## src/rtl/wbq_pkg.sv

```systemverilog
// Shared types and default sizing for the register-bank write-back queue.
package wbq_pkg;

  localparam int unsigned DEF_M      = 32;
  localparam int unsigned DEF_N_REGS = 16;
  localparam int unsigned DEF_DEPTH  = 4;
  localparam int unsigned DEF_AW     = $clog2(DEF_N_REGS);

  typedef struct packed {
    logic                valid;
    logic [DEF_AW-1:0]   addr;
    logic [DEF_M-1:0]    data;
  } wb_entry_t;

endpackage

```

## src/rtl/regfile_wb_queue_if.sv

```systemverilog
// Producer, bank-write and operand-forwarding signals of the write-back queue.
interface regfile_wb_queue_if
  import wbq_pkg::*;
#(
  parameter int unsigned M      = DEF_M,
  parameter int unsigned N_REGS = DEF_N_REGS,
  parameter int unsigned DEPTH  = DEF_DEPTH
);
  localparam int unsigned AW = $clog2(N_REGS);
  localparam int unsigned CW = $clog2(DEPTH) + 1;

  logic          in_valid;
  logic          in_ready;
  logic [AW-1:0] in_addr;
  logic [M-1:0]  in_data;
  logic          drain_en;
  logic          wr_en;
  logic [AW-1:0] wr_addr;
  logic [M-1:0]  wr_data;
  logic [AW-1:0] rd_addr;
  logic          rd_hit;
  logic [M-1:0]  rd_data;
  logic [CW-1:0] count;
  logic          full;
  logic          empty;

  modport master (
    output in_valid, in_addr, in_data, drain_en, rd_addr,
    input  in_ready, wr_en, wr_addr, wr_data, rd_hit, rd_data, count, full, empty
  );

  modport slave (
    input  in_valid, in_addr, in_data, drain_en, rd_addr,
    output in_ready, wr_en, wr_addr, wr_data, rd_hit, rd_data, count, full, empty
  );

endinterface

```

## src/rtl/wbq_fwd_lookup.sv

```systemverilog
// Youngest-match search over the circular queue, scanning from head (oldest) to youngest.
module wbq_fwd_lookup #(
  parameter int unsigned DEPTH = 4,
  parameter int unsigned AW    = 4
) (
  input  logic [DEPTH-1:0]          valid,
  input  logic [DEPTH-1:0][AW-1:0]  addrs,
  input  logic [$clog2(DEPTH)-1:0]  head,
  input  logic [AW-1:0]             key,
  input  logic                      skip_head,
  output logic                      hit,
  output logic [$clog2(DEPTH)-1:0]  idx
);
  localparam int unsigned PW = $clog2(DEPTH);

  logic [PW-1:0] slot;

  // Later (younger) matches overwrite earlier ones, so the last hit wins.
  always_comb begin
    hit  = 1'b0;
    idx  = '0;
    slot = '0;
    for (int unsigned i = 0; i < DEPTH; i++) begin
      slot = head + PW'(i);
      if (valid[slot] && (addrs[slot] == key) && !(skip_head && (i == 0))) begin
        hit = 1'b1;
        idx = slot;
      end
    end
  end

endmodule

```

## src/rtl/regfile_wb_queue.sv

```systemverilog
// Write-back queue in front of the register bank with operand forwarding.
// Optional write coalescing into a pending entry is enabled by defining WB_COALESCE_EN.
module regfile_wb_queue
  import wbq_pkg::*;
#(
  parameter int unsigned M      = DEF_M,
  parameter int unsigned N_REGS = DEF_N_REGS,
  parameter int unsigned DEPTH  = DEF_DEPTH
) (
  input logic               clk,
  input logic               reset,
  regfile_wb_queue_if.slave bus
);
  localparam int unsigned AW = $clog2(N_REGS);
  localparam int unsigned PW = $clog2(DEPTH);
  localparam int unsigned CW = PW + 1;

  logic [DEPTH-1:0]         valid_q, valid_d;
  logic [DEPTH-1:0][AW-1:0] addr_q, addr_d;
  logic [DEPTH-1:0][M-1:0]  data_q, data_d;
  logic [PW-1:0]            head_q, head_d;
  logic [PW-1:0]            tail_q, tail_d;
  logic [CW-1:0]            count_q, count_d;

  logic          empty, full, push, pop, alloc;
  logic          fwd_hit;
  logic [PW-1:0] fwd_idx;

  assign empty = (count_q == '0);
  assign full  = (count_q == CW'(DEPTH));
  // Gating with reset keeps the bank untouched while the queue is being flushed.
  assign pop   = !empty && bus.drain_en && reset;
  assign push  = bus.in_valid && bus.in_ready;

`ifdef WB_COALESCE_EN
  logic          coal_hit;
  logic [PW-1:0] coal_idx;

  // The popping head is excluded: its data is already on its way to the bank.
  wbq_fwd_lookup #(
    .DEPTH (DEPTH),
    .AW    (AW)
  ) u_coal_lookup (
    .valid     (valid_q),
    .addrs     (addr_q),
    .head      (head_q),
    .key       (bus.in_addr),
    .skip_head (pop),
    .hit       (coal_hit),
    .idx       (coal_idx)
  );

  assign bus.in_ready = !full || coal_hit;
  assign alloc        = push && !coal_hit;
`else
  assign bus.in_ready = !full;
  assign alloc        = push;
`endif

  always_comb begin
    valid_d = valid_q;
    addr_d  = addr_q;
    data_d  = data_q;
    head_d  = head_q;
    tail_d  = tail_q;
    if (pop) begin
      valid_d[head_q] = 1'b0;
      head_d          = head_q + PW'(1);
    end
    if (alloc) begin
      valid_d[tail_q] = 1'b1;
      addr_d[tail_q]  = bus.in_addr;
      data_d[tail_q]  = bus.in_data;
      tail_d          = tail_q + PW'(1);
    end
`ifdef WB_COALESCE_EN
    if (push && coal_hit) begin
      data_d[coal_idx] = bus.in_data;
    end
`endif
    count_d = count_q + CW'(alloc) - CW'(pop);
  end

  always_ff @(posedge clk) begin
    if (!reset) begin
      valid_q <= '0;
      addr_q  <= '0;
      data_q  <= '0;
      head_q  <= '0;
      tail_q  <= '0;
      count_q <= '0;
    end else begin
      valid_q <= valid_d;
      addr_q  <= addr_d;
      data_q  <= data_d;
      head_q  <= head_d;
      tail_q  <= tail_d;
      count_q <= count_d;
    end
  end

  wbq_fwd_lookup #(
    .DEPTH (DEPTH),
    .AW    (AW)
  ) u_fwd_lookup (
    .valid     (valid_q),
    .addrs     (addr_q),
    .head      (head_q),
    .key       (bus.rd_addr),
    .skip_head (1'b0),
    .hit       (fwd_hit),
    .idx       (fwd_idx)
  );

  assign bus.wr_en   = pop;
  assign bus.wr_addr = pop ? addr_q[head_q] : '0;
  assign bus.wr_data = pop ? data_q[head_q] : '0;
  assign bus.rd_hit  = fwd_hit;
  assign bus.rd_data = fwd_hit ? data_q[fwd_idx] : '0;
  assign bus.count   = count_q;
  assign bus.full    = full;
  assign bus.empty   = empty;

endmodule

```

## src/flat_wrapper.sv

```systemverilog
// flat-port wrapper written by rule: the top's interface ports become plain ports
module regfile_wb_queue_flat import wbq_pkg::*;
#(
  parameter int unsigned M      = DEF_M,
  parameter int unsigned N_REGS = DEF_N_REGS,
  parameter int unsigned DEPTH  = DEF_DEPTH
)
  (clk, reset, bus_in_valid, bus_in_addr, bus_in_data, bus_drain_en, bus_rd_addr, bus_in_ready, bus_wr_en, bus_wr_addr, bus_wr_data, bus_rd_hit, bus_rd_data, bus_count, bus_full, bus_empty);
  regfile_wb_queue_if #(.M(M), .N_REGS(N_REGS), .DEPTH(DEPTH)) bus_i ();
  input logic clk;
  input logic reset;
  input wire logic [$bits(bus_i.in_valid)-1:0] bus_in_valid;
  input wire logic [$bits(bus_i.in_addr)-1:0] bus_in_addr;
  input wire logic [$bits(bus_i.in_data)-1:0] bus_in_data;
  input wire logic [$bits(bus_i.drain_en)-1:0] bus_drain_en;
  input wire logic [$bits(bus_i.rd_addr)-1:0] bus_rd_addr;
  output wire logic [$bits(bus_i.in_ready)-1:0] bus_in_ready;
  output wire logic [$bits(bus_i.wr_en)-1:0] bus_wr_en;
  output wire logic [$bits(bus_i.wr_addr)-1:0] bus_wr_addr;
  output wire logic [$bits(bus_i.wr_data)-1:0] bus_wr_data;
  output wire logic [$bits(bus_i.rd_hit)-1:0] bus_rd_hit;
  output wire logic [$bits(bus_i.rd_data)-1:0] bus_rd_data;
  output wire logic [$bits(bus_i.count)-1:0] bus_count;
  output wire logic [$bits(bus_i.full)-1:0] bus_full;
  output wire logic [$bits(bus_i.empty)-1:0] bus_empty;
  assign bus_i.in_valid = bus_in_valid;
  assign bus_i.in_addr = bus_in_addr;
  assign bus_i.in_data = bus_in_data;
  assign bus_i.drain_en = bus_drain_en;
  assign bus_i.rd_addr = bus_rd_addr;
  assign bus_in_ready = bus_i.in_ready;
  assign bus_wr_en = bus_i.wr_en;
  assign bus_wr_addr = bus_i.wr_addr;
  assign bus_wr_data = bus_i.wr_data;
  assign bus_rd_hit = bus_i.rd_hit;
  assign bus_rd_data = bus_i.rd_data;
  assign bus_count = bus_i.count;
  assign bus_full = bus_i.full;
  assign bus_empty = bus_i.empty;
  regfile_wb_queue #(.M(M), .N_REGS(N_REGS), .DEPTH(DEPTH)) u_core (.clk(clk), .reset(reset), .bus(bus_i));
endmodule
```

## config.mk

```make
export PLATFORM = sky130hd
export DESIGN_NAME = regfile_wb_queue_flat
export DESIGN_NICKNAME = d
export VERILOG_FILES = /design/src/rtl/wbq_pkg.sv /design/src/rtl/regfile_wb_queue_if.sv /design/src/rtl/wbq_fwd_lookup.sv /design/src/rtl/regfile_wb_queue.sv /design/src/flat_wrapper.sv
export SDC_FILE = /design/constraint.sdc
export NUM_CORES = 1
export LEC_CHECK = 0
export BUFFER_PORTS_ARGS = -buffer_cell sky130_fd_sc_hd__buf_4
export CAP_MARGIN = 10
export CORE_UTILIZATION = 54
export DETAILED_ROUTE_END_ITERATION = 8
export GPL_ROUTABILITY_DRIVEN = 0
export PLACE_DENSITY = 0.75
export SYNTH_ARGS = -nofsm -noshare
export SYNTH_HDL_FRONTEND = slang
export SYNTH_SLANG_ARGS = --single-unit
```

## constraint.sdc

```tcl
create_clock -name clk -period 9.8 [get_ports clk]
set_input_delay 1.47 -clock clk [delete_from_list [all_inputs] [get_ports clk]]
set_output_delay 1.47 -clock clk [all_outputs]
set_load 0.01 [all_outputs]
```

==> results.md, run 1 <==
* Max Fanout on Critical Path at 68
* Cell mode on critical path: buf_4
* Diode count at 0
* Final setup TNS at 0 ns
* #FFs+latches synth at 155
* Die W at 138.0 um
* Commonest non-fill, non-tap cell in the layout: nand2_1
* Worst path cell trace: inv_1 -> ha_1 -> mux4_2 -> xor2_1 -> a21oi_1 -> o21a_2 -> buf_4 -> o21bai_1 -> o2bb2ai_2 -> buf_4 -> a22o_1 -> buf_4
* Vias at 9,920
* Hold Startpoint: u_core.data_q[61]
* Final hold viol count at 0
* CTS sink count at 155
* PostCTS Resize Cnt at 0
* Routed wire per std cell at 21.47 um
* Max cap viols at 0
* Layout Cells excl Fill at around 1,500
* Crit path time final at 7.040 ns
* Row count at 49
* Starting DRT DRC Count at 1,233
* Most used DFF post-synth: dfxtp_1
* Synth Instances at 1,215
* Placed Cells at approximately 1,500
* Clock tree from TritonCTS: done
* Worst Setup End Kind: output pin
* Die height at 138.0 um
* Clk buf depth at 2
* RSZ-0062 raised after global routing: false
* VDD IR max at 0.1466 mV
* Clk pin slew, worst setup/hold paths at ~0.06 ns
* FILL cells at 1,561
* Static leakage at approximately 3.8 nW
* CP max stage delay at between 1 and 1.5 ns
* Worst-Margin Slew at 1.051 ns
* Largest net degree at the start of global routing at 104
* Pins over their slew limit at 0
* Crit-path leading delay family: buffers and inverters
* Synth cell types at between 40 and 50
* Final setup skew at 0.007509 ns
* Setup CP Type: flip-flop to output pin
* Post-DRT Antenna Nets at 0
* Initial DRT Pass Iterations at 7
* Post-Route WL at 31.89 mm
* Pwr dens at 175.3 mW/mm^2
* Worst path bufs/invs at 4
* Vias in the first global route at 9,374
* Ys async rst share at 0%
* Share of cells above drive strength 1 at ~18%
* CP Launch Type: flip-flop
* Nets at 1,299
* Total CTS buffers at 17
* Final setup viols at 0
* Hpwl dp at between 15 and 20 mm
* Gr usage total at 34.59%
* Worst EP required at 8.33 ns
* Ports at 120
* IO buf count at ~120
* Max H-tree Level at 4
* Initial antenna violation count at 0
* Core area at 0.01802 mm^2
* Reg2Reg Launch Point: u_core.bus.count[2]
* CP arrival at 5.57 ns
* Crit share post-route at 71.84%
* Overall Power at ~2.0 mW
* First-pass GRT wire length at 50.52 mm
* Number of flops mapped to enable cells by yosys at 0
* Die ar. at between 0.015 and 0.02 mm^2
* # hold bufs at CTS at 0
* Postcts setup bufs at 0
* P&R area growth vs syn at 14.11%
* Clk root buf: clkbuf_16
* Run status: completed
* Register area share after synthesis at 31.08%
* GRT Residual Overflow at 0
* Synthesized area at 0.009985 mm^2
* DRC Markers at 0
* Synth Warn # at 0
* Worst slew margin at 29.92%
* Avg Vias per Cell at 6.680
* Setup crit start: u_core.head_q[0]
* Fmax at 142.0 MHz
* Mean Syn Cell Area at 8.218 um^2
* Slowest CP cell: dfxtp_4
* Most frequent cells in the layout: nand2_1 (300), dfxtp_1 (153), a21boi_0 (144)
* Clk Latency, worst-skew pair at 0.44 ns
* Initial Util at 55.39%
* Hold Crit Class: flip-flop to flip-flop
* Post-synth net total at ~1,300
[report_power, final]
part	switching, mW	internal (mW)	leakage, nW
combinational	0.284	0.214	2.25
clock	0.273	0.452	0.312
sequential	0.0812	0.693	1.26
total	0.639	1.36	3.82
[area by class of cell]
cell class	count	area, um^2	share of cell area, %
multi-input combinational	918	6260	54.94
sequential	155	3108	27.28
timing repair buffer	140	1051	9.225
clock buffer	21	480.5	4.217
tap	229	286.5	2.515
clock inverter	10	162.7	1.428
inverter	12	45.04	0.3953
[path summary, 6_finish.rpt]
path                                            end  slack [ns]  depth (start not counted)
worst min-delay path              u_core.data_q[61]        0.48                          2
worst max-delay path                 bus_rd_data[2]        2.76                         12
worst min register to register    u_core.data_q[61]        0.48                          2
worst max register to register  u_core.bus.count[2]        7.06                         11
[worst reg2reg max path: stages, from the launching register on]
cell,delay [ns]
dfxtp_1,0.34
or3_1,0.40
nand3_1,0.18
inv_1,0.06
buf_4,0.29
ha_1,0.35
inv_1,0.04
ha_1,0.20
fa_1,0.37
xnor2_1,0.14
xnor2_1,0.12
and2_1,0.14
[registers in the layout, indices dropped and copies added, names as in the netlist]
name / count
u_core.head_q: 2
u_core.data_q: 128
u_core.valid_q: 4
u_core.bus.count: 3
u_core.addr_q: 16
u_core.tail_q: 2
[synth_stat cells (19+ instances only)]
library cell  instances  area share [%]
nand2_1             301              11
dfxtp_1             155              31
a21boi_0            144              11
clkbuf_1             92             3.5
nand3_1              67             3.4
o21ai_0              66             3.3
o211ai_1             64             4.8
and2_1               42             2.6
mux4_2               41             9.2
o311ai_1             33             2.9
a22o_1               32             2.8
o311ai_0             31             2.7
buf_2                19            0.95
[cell families (layout without fill, tap and decap cells)]
group           Yosys count  in the layout  share of synthesized area, %
flops                   155            155                         31.08
buf+inv                 142            183                         6.742
xor+xnor                 19             19                         1.817
simple gates            439            439                         19.06
compound gates          391            391                         28.88
mux                      58             58                         10.96
fa+ha+maj                11             11                         1.454
[per-layer routing]
layer  up-vias  GRT usage, %  part of all wire [%]
met5         -             0                     0
met4         0         12.26                   2.0
met3        66         7.493                    10
met2       632         55.33                    46
met1      4761         45.89                    42
li1       4461             -                     -
[per-stage QoR]
| stage | util (%) | hold slack, ns | setup WS, ns | cell area [um^2] |
|---|---|---|---|---|
| after floorplan | - | 0.4499 | 4.686 | 9985 |
| after global placement | 59.64 | 0.4630 | 3.472 | 10750 |
| after detailed placement | 59.64 | 0.4706 | 3.304 | 10750 |
| final | 63.21 | 0.4772 | 2.760 | 11390 |
| after CTS | 63.21 | 0.4786 | 2.819 | 11390 |
| after global routing | 63.21 | 0.4974 | 2.472 | 11390 |
Power figures use the tool's default switching activity.
==> run 2: changes to the inputs <==
--- a/config.mk
+++ b/config.mk
@@ -5,12 +5,13 @@
 export SDC_FILE = /design/constraint.sdc
 export NUM_CORES = 1
 export LEC_CHECK = 0
+export ABC_AREA = 1
 export BUFFER_PORTS_ARGS = -buffer_cell sky130_fd_sc_hd__buf_4
 export CAP_MARGIN = 10
-export CORE_UTILIZATION = 54
+export CORE_UTILIZATION = 53
 export DETAILED_ROUTE_END_ITERATION = 8
 export GPL_ROUTABILITY_DRIVEN = 0
-export PLACE_DENSITY = 0.75
+export PLACE_DENSITY = 0.77
 export SYNTH_ARGS = -nofsm -noshare
 export SYNTH_HDL_FRONTEND = slang
 export SYNTH_SLANG_ARGS = --single-unit
==> constraint.sdc (replaced) <==
create_clock -name clk -period 6.15 [get_ports clk]
set_input_delay 0.9225 -clock clk [delete_from_list [all_inputs] [get_ports clk]]
set_output_delay 0.9225 -clock clk [all_outputs]
set_load 0.01 [all_outputs]
==> results.md, run 2 <==
* Run status: completed (unchanged)
* Synth cell types at 23 (was 45)
* Avg Vias per Cell at 5.699 (was 6.680)
* PostCTS Resize Cnt at 0 (unchanged)
* Nets at 1,527 (was 1,299)
* Pwr dens at 326.8 mW/mm^2 (was 175.3 mW/mm^2)
* Post-DRT Antenna Nets at 0 (unchanged)
* VDD IR max at 0.2645 mV (was 0.1466 mV)
* Area leader, netlist: dfxtp_1 (unchanged)
* Clk pin slew, worst setup/hold paths at 0.06 ns (about the same)
* Worst-Margin Slew at 1.296 ns (was 1.051 ns)
* Synth Warn # at 0 (unchanged)
* Register Area at 0.003107 mm^2 (was 0.003108 mm^2)
* GRT Residual Overflow at 0 (unchanged)
* Share of cells above drive strength 1 at 12.12% (was 18.47%)
* Yosys top cell area share at 35.00% (was 31.08%)
* Core area at 0.01612 mm^2 (was 0.01802 mm^2)
* Cell with the most instances after synthesis: nand2_1 (unchanged)
* Max reg flops at 128 (unchanged)
* Worst path cell trace: inv_2 -> ha_1 -> inv_1 -> nand3_1 -> nand2_1 -> nand2_1 -> nand2_1 -> nor2_1 -> nand3_1 -> nor2_1 -> inv_1 -> nand2_1 -> buf_4 -> inv_2 -> nand2_1 -> nand2_1 -> nor2_1 -> buf_4 (was inv_1 -> ha_1 -> mux4_2 -> xor2_1 -> a21oi_1 -> o21a_2 -> buf_4 -> o21bai_1 -> o2bb2ai_2 -> buf_4 -> a22o_1 -> buf_4)
* First-pass GRT wire length at 44.39 mm (was 50.52 mm)
* RSZ-0062 raised after global routing: false (unchanged)
* Static leakage at 4.318 nW (was 3.822 nW)
* Cell mode on critical path: nand2_1 (was buf_4)
* Total CTS buffers at 17 (unchanged)
* Overall Power at 3.369 mW (was 1.998 mW)
* Synth cell count leaders: nand2_1 (397), a21oi_1 (185), nand3_1 (165) (was nand2_1 (301), dfxtp_1 (155), a21boi_0 (144))
* Gr usage total at 31.71% (was 34.59%)
* #FFs+latches synth at 155 (unchanged)
* Post-synth net total at 1,485 (was 1,270)
* Mean Syn Cell Area at 6.200 um^2 (was 8.218 um^2)
* P&R area growth vs syn at 16.29% (was 14.11%)
* Clock tree from TritonCTS: done (unchanged)
* FILL cells at 1,542 (was 1,561)
* Placed Cells at 1,669 (was 1,454)
* Register area share after synthesis at 35.00% (was 31.08%)
* Worst Setup End Kind: output pin (unchanged)
* CP arrival at 4.32 ns (was 5.57 ns)
* Worst EP required at 5.23 ns (was 8.33 ns)
* Pins over their slew limit at 0 (unchanged)
* Starting DRT DRC Count at 1,040 (was 1,233)
* Final setup TNS at 0 ns (unchanged)
* IO buf count at 119 (unchanged)
* CTS sink count at 155 (unchanged)
* Most frequent cells in the layout: nand2_1 (392), a21oi_1 (185), nand3_1 (165) (was nand2_1 (300), dfxtp_1 (153), a21boi_0 (144))
* Commonest non-fill, non-tap cell in the layout: nand2_1 (unchanged)
* Max Fanout on Critical Path at 33 (was 68)
* Largest registers: u_core.data_q (128), u_core.addr_q (16), u_core.valid_q (4) (unchanged)
* Layout Cells excl Fill at 1,701 (was 1,485)
* Synthesized area at 0.008866 mm^2 (was 0.009985 mm^2)
* Initial antenna violation count at 0 (unchanged)
* Post-Route WL at 27.41 mm (was 31.89 mm)
* Pre-CTS setup slack at 1.432 ns (was 3.304 ns)
* Die W at 131.3 um (was 138.0 um)
* Vias at 9,694 (was 9,920)
* Diode count at 0 (unchanged)
* Synth Instances at 1,430 (was 1,215)
* Slowest CP cell: dfxtp_1 (was dfxtp_4)
* Ys async rst share at 0% (unchanged)
* Routed wire per std cell at 16.11 um (was 21.47 um)
* # hold bufs at CTS at 0 (unchanged)
* CP Launch Type: flip-flop (unchanged)
* Setup CP Type: flip-flop to output pin (unchanged)
* Largest net degree at the start of global routing at 103 (was 104)
* Hpwl dp at 15.61 mm (was 17.47 mm)
* Hold Crit Class: flip-flop to flip-flop (unchanged)
* Die height at 131.3 um (was 138.0 um)
* DRC Markers at 0 (unchanged)
* Max cap viols at 0 (unchanged)
* Setup ws final at 0.9051 ns (was 2.760 ns)
* Die ar. at 0.01725 mm^2 (was 0.01904 mm^2)
* Worst slew margin at 13.54% (was 29.92%)
* Final setup skew at 0.008228 ns (was 0.007509 ns)
* Fmax at 190.7 MHz
* CP max stage delay at 0.70 ns (was 1.05 ns)
* Clk root buf: clkbuf_16 (unchanged)
* Synth area leaders: dfxtp_1 (35%), nand2_1 (17%), a21oi_1 (10%) (was dfxtp_1 (31%), nand2_1 (11%), a21boi_0 (11%))
* Row count at 46 (was 49)
* Crit path time final at 5.245 ns
* Clk Latency, worst-skew pair at 0.44 ns (about the same)
* Number of flops mapped to enable cells by yosys at 0 (unchanged)
* Final hold viol count at 0 (unchanged)
* Clk buf depth at 2 (unchanged)
* Initial Util at 55.02% (was 55.39%)
* Max H-tree Level at 4 (unchanged)
* Vias in the first global route at 8,678 (was 9,374)
* Final setup viols at 0 (unchanged)
* Initial DRT Pass Iterations at 5 (was 7)
* Largest Register: u_core.data_q (unchanged)
* Crit share post-route at 85.28%
* Ports at 120 (unchanged)
* Most used DFF post-synth: dfxtp_1 (unchanged)
* Multi-input gate area at 0.004850 mm^2 (was 0.006260 mm^2)
* Postcts setup bufs at 0 (unchanged)
==> run 2: cell types whose count changed after synthesis, moves of 32 or more <==
| cell | change |
|---|---|
| a21oi_1 | +178 |
| o211ai_1 | -64 |
| o21ai_0 | +66 |
| a21boi_0 | -144 |
| a22o_1 | -32 |
| nand3_1 | +98 |
| o311ai_1 | -33 |
| inv_1 | +104 |
| a221oi_1 | +32 |
| nand2_1 | +96 |
| and2_1 | -42 |
| nor2_1 | +107 |
| mux4_2 | -41 |
==> run 2: logic make-up after synthesis <==
group | count (synthesis) | share of synthesized area (%)
buf+inv | 232 | 10.67
fa+ha+maj | 11 | 1.637
flops | 155 | 35.00
xor+xnor | 3 | 0.2964
simple gates | 677 | 31.08
compound gates | 352 | 21.32
==> run 2: critical path, delay by kind of cell (launching register included) <==
kind,cells,cell delay (ns)
DFF,1,0.70
adders and majority gates,1,0.52
buffers and inverters,6,1.36
and+or+nand+nor,11,1.31
==> run 2: final cells by class <==
class | count | area share (%)
Timing Repair Buffer | 134 | 9.757
Inverter | 121 | 4.405
Clock inverter | 14 | 1.881
Tap cell | 216 | 2.621
Multi-Input combinational cell | 1043 | 47.04
Clock buffer | 18 | 4.163
Sequential cell | 155 | 30.13
==> run 2: power breakdown <==
part / switching, mW / total [mW] / leakage (nW) / internal (mW)
Sequential: 0.0883 / 1.22 / 1.26 / 1.13
Combinational: 0.671 / 1.02 / 2.76 / 0.347
Clock: 0.448 / 1.13 / 0.297 / 0.681
Total: 1.21 / 3.37 / 4.32 / 2.16
==> run 2: final timing paths <==
kind	startpoint	endpoint	slack (ns)	depth (start not counted)
max reg2reg	u_core.bus.count[1]	u_core.data_q[46]	3.31	11
min reg2reg	u_core.data_q[27]	u_core.data_q[27]	0.46	2
max	u_core.head_q[1]	bus_rd_data[27]	0.91	18
min	u_core.data_q[27]	u_core.data_q[27]	0.46	2
==> run 2: metal layers <==
layer | global-route usage, % | vias to the layer above | wire (um) | share of wire, %
met5 | 0 | - | 0 | 0
met3 | 5.401 | 55 | 2394 | 8.7
li1 | - | 4760 | - | -
met2 | 51.74 | 434 | 12860 | 47
met1 | 42.04 | 4445 | 11480 | 42
met4 | 11.30 | 0 | 674 | 2.5
==> run 2: metrics by stage <==
stage          cell area, um^2  hold slack, ns  util, %
2_1_floorplan             8866          0.4409        -
3_3_place_gp              9687          0.4512    60.11
3_5_place_dp              9687          0.4580    60.11
4_1_cts                  10310          0.4667    63.98
5_1_grt                  10310          0.4833    63.98
6_report                 10310          0.4642    63.98
